## src/rtl/adc_sample_pacer_if.sv

```systemverilog
// Register-bus bundle for adc_sample_pacer: address/data/strobes plus combinational read data.
interface adc_sample_pacer_if;
  logic [31:0] addr;
  logic [31:0] Wdata;
  logic        write;
  logic        read;
  logic [31:0] Rdata;

  modport master (output addr, output Wdata, output write, output read, input Rdata);
  modport slave  (input addr, input Wdata, input write, input read, output Rdata);
endinterface

```

## src/rtl/adc_sample_pacer.sv

```systemverilog
// Bus-loaded sample FIFO replayed onto ADC/pushADC at a programmable cycle interval,
// feeding every correlator channel with a repeatable paced stream.
module adc_sample_pacer #(
  parameter int unsigned DEPTH = 16,
  parameter int unsigned AW    = 4
) (
  input  logic                clk,
  input  logic                rst,
  adc_sample_pacer_if.slave   bus,
  output logic [15:0]         ADC,
  output logic                pushADC,
  output logic [AW:0]         level
);

  localparam logic [15:0] SAMPLE_ADDR = 16'h0120;
  localparam logic [15:0] PACE_ADDR   = 16'h0124;
  localparam logic [15:0] CTRL_ADDR   = 16'h0128;
  localparam logic [15:0] STATUS_ADDR = 16'h012C;
  localparam logic [AW:0] FULL_LEVEL  = (AW + 1)'(DEPTH);

  logic [15:0]   mem [DEPTH];
  logic [AW-1:0] wptr;
  logic [AW-1:0] rptr;
  logic [31:0]   pace;
  logic [31:0]   cnt;
  logic [31:0]   reload;
  logic          enable;
  logic          ovf;
  logic          udf;

  logic [15:0]   reg_addr;
  logic          wr_sample;
  logic          wr_pace;
  logic          wr_ctrl;
  logic          rd_status;
  logic          flush;
  logic          empty;
  logic          full;
  logic          pop;
  logic          push_ok;
  logic          ovf_event;
  logic          udf_event;
  logic [7:0]    level_byte;
  logic          unused_addr_bits;

  assign reg_addr         = bus.addr[15:0];
  assign unused_addr_bits = ^bus.addr[31:16];

  assign wr_sample = bus.write && (reg_addr == SAMPLE_ADDR);
  assign wr_pace   = bus.write && (reg_addr == PACE_ADDR);
  assign wr_ctrl   = bus.write && (reg_addr == CTRL_ADDR);
  assign rd_status = bus.read  && (reg_addr == STATUS_ADDR);
  assign flush     = wr_ctrl && bus.Wdata[1];

  assign empty  = (level == '0);
  assign full   = (level == FULL_LEVEL);
  assign reload = (pace == '0) ? '0 : pace - 32'd1;

  // A pop in the same cycle frees the slot a full-FIFO write needs.
  assign pop       = enable && (cnt == '0) && !empty;
  assign push_ok   = wr_sample && !flush && (!full || pop);
  assign ovf_event = wr_sample && !flush && full && !pop;
  assign udf_event = enable && (cnt == '0) && empty;

  assign level_byte = 8'(level);

  always_comb begin
    bus.Rdata = '0;
    if (bus.read) begin
      case (reg_addr)
        PACE_ADDR:   bus.Rdata = pace;
        CTRL_ADDR:   bus.Rdata = {31'b0, enable};
        STATUS_ADDR: bus.Rdata = {16'b0, level_byte, 4'b0, udf, ovf, full, empty};
        default:     bus.Rdata = '0;
      endcase
    end
  end

  // Storage carries no reset; stale words are unreachable once pointers clear.
  always_ff @(posedge clk) begin
    if (push_ok) begin
      mem[wptr] <= bus.Wdata[15:0];
    end
  end

  always_ff @(posedge clk) begin
    if (rst) begin
      wptr    <= '0;
      rptr    <= '0;
      level   <= '0;
      pace    <= 32'd1;
      enable  <= 1'b0;
      ovf     <= 1'b0;
      udf     <= 1'b0;
      cnt     <= '0;
      ADC     <= '0;
      pushADC <= 1'b0;
    end else begin
      pushADC <= pop && !flush;
      if (pop && !flush) begin
        ADC <= mem[rptr];
      end

      if (flush) begin
        wptr  <= '0;
        rptr  <= '0;
        level <= '0;
        cnt   <= '0;
      end else begin
        if (push_ok) wptr <= wptr + 1'b1;
        if (pop)     rptr <= rptr + 1'b1;
        case ({push_ok, pop})
          2'b10:   level <= level + 1'b1;
          2'b01:   level <= level - 1'b1;
          default: level <= level;
        endcase
        if (!enable)          cnt <= '0;
        else if (cnt != '0)   cnt <= cnt - 32'd1;
        else if (pop)         cnt <= reload;
      end

      // Set wins over the clear-on-read of STATUS.
      ovf <= ovf_event || (ovf && !rd_status);
      udf <= udf_event || (udf && !rd_status);

      if (wr_pace) pace   <= bus.Wdata;
      if (wr_ctrl) enable <= bus.Wdata[0];
    end
  end

endmodule

```

## src/flat_wrapper.sv

```systemverilog
// flat-port wrapper written by rule: the top's interface ports become plain ports
module adc_sample_pacer_flat 
#(
  parameter int unsigned DEPTH = 16,
  parameter int unsigned AW    = 4
)
  (clk, rst, ADC, pushADC, level, bus_addr, bus_Wdata, bus_write, bus_read, bus_Rdata);
  adc_sample_pacer_if bus_i ();
  input  logic clk;
  input  logic rst;
  output logic [15:0] ADC;
  output logic pushADC;
  output logic [AW:0] level;
  input wire logic [$bits(bus_i.addr)-1:0] bus_addr;
  input wire logic [$bits(bus_i.Wdata)-1:0] bus_Wdata;
  input wire logic [$bits(bus_i.write)-1:0] bus_write;
  input wire logic [$bits(bus_i.read)-1:0] bus_read;
  output wire logic [$bits(bus_i.Rdata)-1:0] bus_Rdata;
  assign bus_i.addr = bus_addr;
  assign bus_i.Wdata = bus_Wdata;
  assign bus_i.write = bus_write;
  assign bus_i.read = bus_read;
  assign bus_Rdata = bus_i.Rdata;
  adc_sample_pacer #(.DEPTH(DEPTH), .AW(AW)) u_core (.clk(clk), .rst(rst), .bus(bus_i), .ADC(ADC), .pushADC(pushADC), .level(level));
endmodule
```

## config.mk

```make
export PLATFORM = sky130hd
export DESIGN_NAME = adc_sample_pacer_flat
export DESIGN_NICKNAME = d
export VERILOG_FILES = /design/src/rtl/adc_sample_pacer_if.sv /design/src/rtl/adc_sample_pacer.sv /design/src/flat_wrapper.sv
export SDC_FILE = /design/constraint.sdc
export NUM_CORES = 1
export LEC_CHECK = 0
export ABC_AREA = 1
export CAP_MARGIN = 20
export CORE_ASPECT_RATIO = 0.6
export CORE_MARGIN = 4
export CORE_UTILIZATION = 40
export CTS_BUF_LIST = sky130_fd_sc_hd__clkbuf_4 sky130_fd_sc_hd__clkbuf_8 sky130_fd_sc_hd__clkbuf_16
export DETAILED_ROUTE_END_ITERATION = 16
export HOLD_SLACK_MARGIN = 0.06
export SLEW_MARGIN = 15
export SYNTH_ARGS = -nofsm -noshare
export SYNTH_HDL_FRONTEND = slang
export SYNTH_SLANG_ARGS = --single-unit
```

## constraint.sdc

```tcl
create_clock -name clk -period 3.1 [get_ports clk]
set_input_delay 0.775 -clock clk [delete_from_list [all_inputs] [get_ports clk]]
set_output_delay 0.775 -clock clk [all_outputs]
set_load 0.05 [all_outputs]
```

==> flow_summary.ini, run 1 <==
[route]
vias = 13100
final_antenna_net_count = 0
detail_route.first_pass.iterations = 5
routedWlPerCell_um = 20.2
vias_per_cell = 5.43
drt_wl_total_um = 48700
initialDrtViolationCount = 1424
drc_violations_left = 0

[critical_path]
critPathRequiredTime_ns = 2.32
critPathMostFrequentCell = sky130_fd_sc_hd__buf_6
crit_end = bus_Rdata[3]
arrival_ns = 2.25
setup.reg_to_reg.worst_slack_ns = 0.37
timing.critical_path.from = bus_addr[1]
path_buf_inv = 5
r2r_depth = 14
timing.critical_path.slowest_stage_cell = sky130_fd_sc_hd__dlygate4sd2_1
crit_cells = 10
path_delay_family = buffers and inverters
critical_path_peak_fanout = 8
timing.rr.end = u_core.level[4]
cp-end-kind = output pin
timing.rr.start = u_core.cnt[14]
timing_worst_setup_path_type = in -> out
worstPathCellList = dlygate4sd2_1 -> nor2_4 -> buf_6 -> nand3_4 -> nor2_8 -> buf_6 -> buf_8 -> nand2_1 -> a21oi_4 -> buf_12
critical_path.max_stage_delay_ns = 0.25
startpoint_type = input port

[power_and_ir_drop]
reported_leakage_power_nw = 7.82
netSwitchingFraction = 0.201
internal-power_mw = 7.65
netSwitchingPower_mw = 1.93
worst_ir_drop_on_vdd_v = 0.000349
clkPwrFrac = 0.452
combinationalPowerShare = 0.021
power_frac_seq = 0.528
power_density_mw_per_mm2 = 468

[sta]
whs_ns = 0.471
rsz0062_at_grt = yes
tightestPinTransition_ns = 0.807
timing.final.crit_period_ns = 3.02
setup_violations = 0
maxSlewHeadroom = 0.459
max_clock_freq_mhz = 331
finClkSkew_ns = 0.0229
hold_violations = 0
final_max_slew_viol_count = 0
min_period_over_period = 0.975

[final_layout]
ff_latch_area_sq_mm = 0.00963
final_cell_area_sq_mm = 0.0205
finalCoreUtilization = 0.517
num-nets-final = 1935
area_delta_synth_final_pct = 26.1
multiInputGateArea_sq_mm = 0.00609
fillCellCount = 3526
final_layout_size_suffix_gt1_frac = 0.187
stdcell_count = 2404

[global_route]
overall_global_routing_usage = 0.219
antenna_found_initial = 0
first_pass_grt_wire_length_um = 73700
grt_start_max_net_pins = 131
globalRoute.totalOverflow = 0
first_global_vias = 12200

[floorplan]
die_width_um = 268
start_util = 0.410
design.core.area_sq_mm = 0.0396
design.die.area_sq_mm = 0.0440
ioPinCount = 122
placement_rows = 56
fp.dieH_um = 164

[clock_network]
clk_latency_ns = 0.53
cts.sink_count = 353
cts_buffers = 36
htree_levels = 2
clock_path_buffers = 3
tritoncts_clock_tree = yes
cts.hold.buffers_added = 0
clk_pin_slew_ns = 0.06
clock_tree.root_cell = sky130_fd_sc_hd__clkbuf_16

[yosys]
syn_area_sq_mm = 0.0162
yosys.area_share.simple = 0.187
share_of_synthesized_cell_area_in_full_adder_half_adder_and_majority_cells = 0.0105
synth.yosys.warnings = 0
synthArstFlopShare = 0
ys_types = 43
yosys_most_used_dff = sky130_fd_sc_hd__edfxtp_1
synthesis.area_per_instance_sq_um = 9.65
syn_inst = 1681
post_synth_xor_xnor_area = 0.0162
complex_gate_fraction_of_the_synthesized_area = 0.142
number_of_synthesized_flops_with_an_enable_pin = 256
synthMuxAreaShare = 0
synth_top_family_by_area = simple AND/OR/NAND/NOR gates
synth.yosys.seq_area_share = 0.593
synth.ff_latch_count = 353
postSynthNetCount = 1762

[place]
port_buffers = 105
placement.cell_area_sq_mm = 0.0189
gp_congestion = 0.978
detailedPlacementHpwl_um = 32900
numPlacedInstances = 2317

[min_path]
worstHoldPathType = reg -> reg

[outcome]
status = finished, final reports clean

[flow_run]
drv_cap = 0
through the flow:
step / setup WS [ns] / setup TNS, ns / power (mW)
2_1_floorplan: -0.360 / -7.69 / 5.19
6_report: 0.0776 / 0 / 9.58
5_1_grt: -0.0329 / -0.0400 / 9.89
4_1_cts: 0.00343 / 0 / 9.66
3_5_place_dp: -0.433 / -24.55 / 5.33
3_3_place_gp: -0.412 / -21.63 / 5.33
how the worst min path moves through the flow:
stage                 end  cells past startpoint        from
3_5_place_dp   u_core.udf                      2  u_core.udf
2_1_floorplan  u_core.udf                      2  u_core.udf
3_3_place_gp   u_core.ovf                      2  u_core.ovf
6_report       u_core.udf                      2  u_core.udf
5_1_grt        u_core.udf                      2  u_core.udf
4_1_cts        u_core.udf                      2  u_core.udf
placed cells by master (no fill, tap or decap), types with 21 or more instances in the layout:
master	netlist	layout
sky130_fd_sc_hd__nor2_1	301	295
sky130_fd_sc_hd__edfxtp_1	256	256
sky130_fd_sc_hd__nand2_1	218	213
sky130_fd_sc_hd__o21ai_0	203	202
sky130_fd_sc_hd__inv_1	109	101
sky130_fd_sc_hd__dfxtp_1	97	95
sky130_fd_sc_hd__buf_4	3	87
sky130_fd_sc_hd__nand3_1	68	66
sky130_fd_sc_hd__clkdlybuf4s50_1	0	56
sky130_fd_sc_hd__a21oi_1	61	54
sky130_fd_sc_hd__buf_12	0	53
sky130_fd_sc_hd__clkbuf_16	0	36
sky130_fd_sc_hd__o22ai_1	33	33
sky130_fd_sc_hd__o221ai_1	32	32
sky130_fd_sc_hd__nor3_2	1	28
sky130_fd_sc_hd__a211oi_2	27	27
sky130_fd_sc_hd__nor3_1	53	24
sky130_fd_sc_hd__nand4_1	22	22
sky130_fd_sc_hd__xor2_1	21	21
final cells by class:
cell class / instances / share of cell area
Sequential cell: 353 / 0.471
Timing Repair Buffer: 216 / 0.119
Tap cell: 522 / 0.0319
Antenna cell: 1 / 0.000122
Clock buffer: 45 / 0.0482
Clock inverter: 20 / 0.00911
Multi-Input combinational cell: 1123 / 0.298
Inverter: 124 / 0.0238
flip-flops by register name, indices dropped and copies added (netlist names), 4 cells and up:
register,flops
u_core.cnt,32
u_core.mem,256
u_core.rptr,4
u_core.ADC,16
u_core.pace,32
u_core.level,5
u_core.wptr,4
power by group through the flow:
stage          combinational, mW  sequential [mW]  clock, mW
3_3_place_gp               0.173             5.15          0
6_report                   0.196             5.05       4.33
4_1_cts                    0.191             5.05       4.42
5_1_grt                    0.210             5.05       4.63
3_5_place_dp               0.177             5.15          0
2_1_floorplan             0.0312             5.16          0
cell usage after synthesis, types with 2 or more instances:
master	n	area (sq um)
sky130_fd_sc_hd__nor2_4	5	56.3
sky130_fd_sc_hd__buf_1	3	11.3
sky130_fd_sc_hd__nand3_2	2	20.0
sky130_fd_sc_hd__clkbuf_1	58	218
sky130_fd_sc_hd__inv_1	109	409
sky130_fd_sc_hd__a21oi_1	61	305
sky130_fd_sc_hd__nand2_2	4	25.0
sky130_fd_sc_hd__nand3b_1	3	22.5
sky130_fd_sc_hd__buf_6	4	45.0
sky130_fd_sc_hd__nor2_8	2	40.0
sky130_fd_sc_hd__nand2_1	218	818
sky130_fd_sc_hd__o22ai_1	33	206
sky130_fd_sc_hd__nor3_1	53	265
sky130_fd_sc_hd__ha_1	12	150
sky130_fd_sc_hd__o21bai_1	2	15.0
sky130_fd_sc_hd__nand4_2	3	37.5
sky130_fd_sc_hd__o21ai_1	5	25.0
sky130_fd_sc_hd__nor2_1	301	1130
sky130_fd_sc_hd__xnor2_1	9	78.8
sky130_fd_sc_hd__xor2_1	21	184
sky130_fd_sc_hd__inv_2	12	45.0
sky130_fd_sc_hd__a211oi_2	27	338
sky130_fd_sc_hd__nand4_1	22	138
sky130_fd_sc_hd__clkinv_1	2	7.51
sky130_fd_sc_hd__edfxtp_1	256	7690
sky130_fd_sc_hd__or2_2	3	18.8
sky130_fd_sc_hd__buf_4	3	22.5
sky130_fd_sc_hd__nand3_1	68	340
sky130_fd_sc_hd__buf_2	13	65.1
sky130_fd_sc_hd__nor2_2	13	81.3
sky130_fd_sc_hd__o21ai_0	203	1020
sky130_fd_sc_hd__dfxtp_1	97	1940
sky130_fd_sc_hd__o221ai_1	32	280
sky130_fd_sc_hd__a31oi_1	13	81.3
worst min-delay path, cell delays in order, from the launching register on:
cell and delay, ns:
sky130_fd_sc_hd__dfxtp_1 0.31, sky130_fd_sc_hd__nand2_1 0.06, sky130_fd_sc_hd__a21oi_1 0.05
kinds of logic after synthesis:
kind of cell	count (synthesis)
flip-flops	353
AND/OR/NAND/NOR	700
AO/OA/AOI/OAI	380
adder cells (fa/ha/maj)	13
XOR/XNOR	30
buffers and inverters	205
layer usage:
metal / track usage / share of wire / up-vias
li1: - / - / 6232
met1: 0.342 / 0.48 / 6298
met2: 0.316 / 0.42 / 480
met3: 0.0460 / 0.088 / 41
met4: 0.0375 / 0.011 / 0
met5: 0 / 0 / -
timing repair:
action                     4_1_cts  5_1_grt
resized for setup               62       39
setup endpoints to repair       32       32
buffers inserted                16        5
hold endpoints to repair         0        0
pin swaps                       22       15
(Power assumes the default switching activity.)
==> run 2: changes to the inputs <==
Settings changed: CAP_MARGIN 20 to 5.
==> results of run 2 <==
Same layout as run 1: the final DEF is identical, and so are final timing and power.
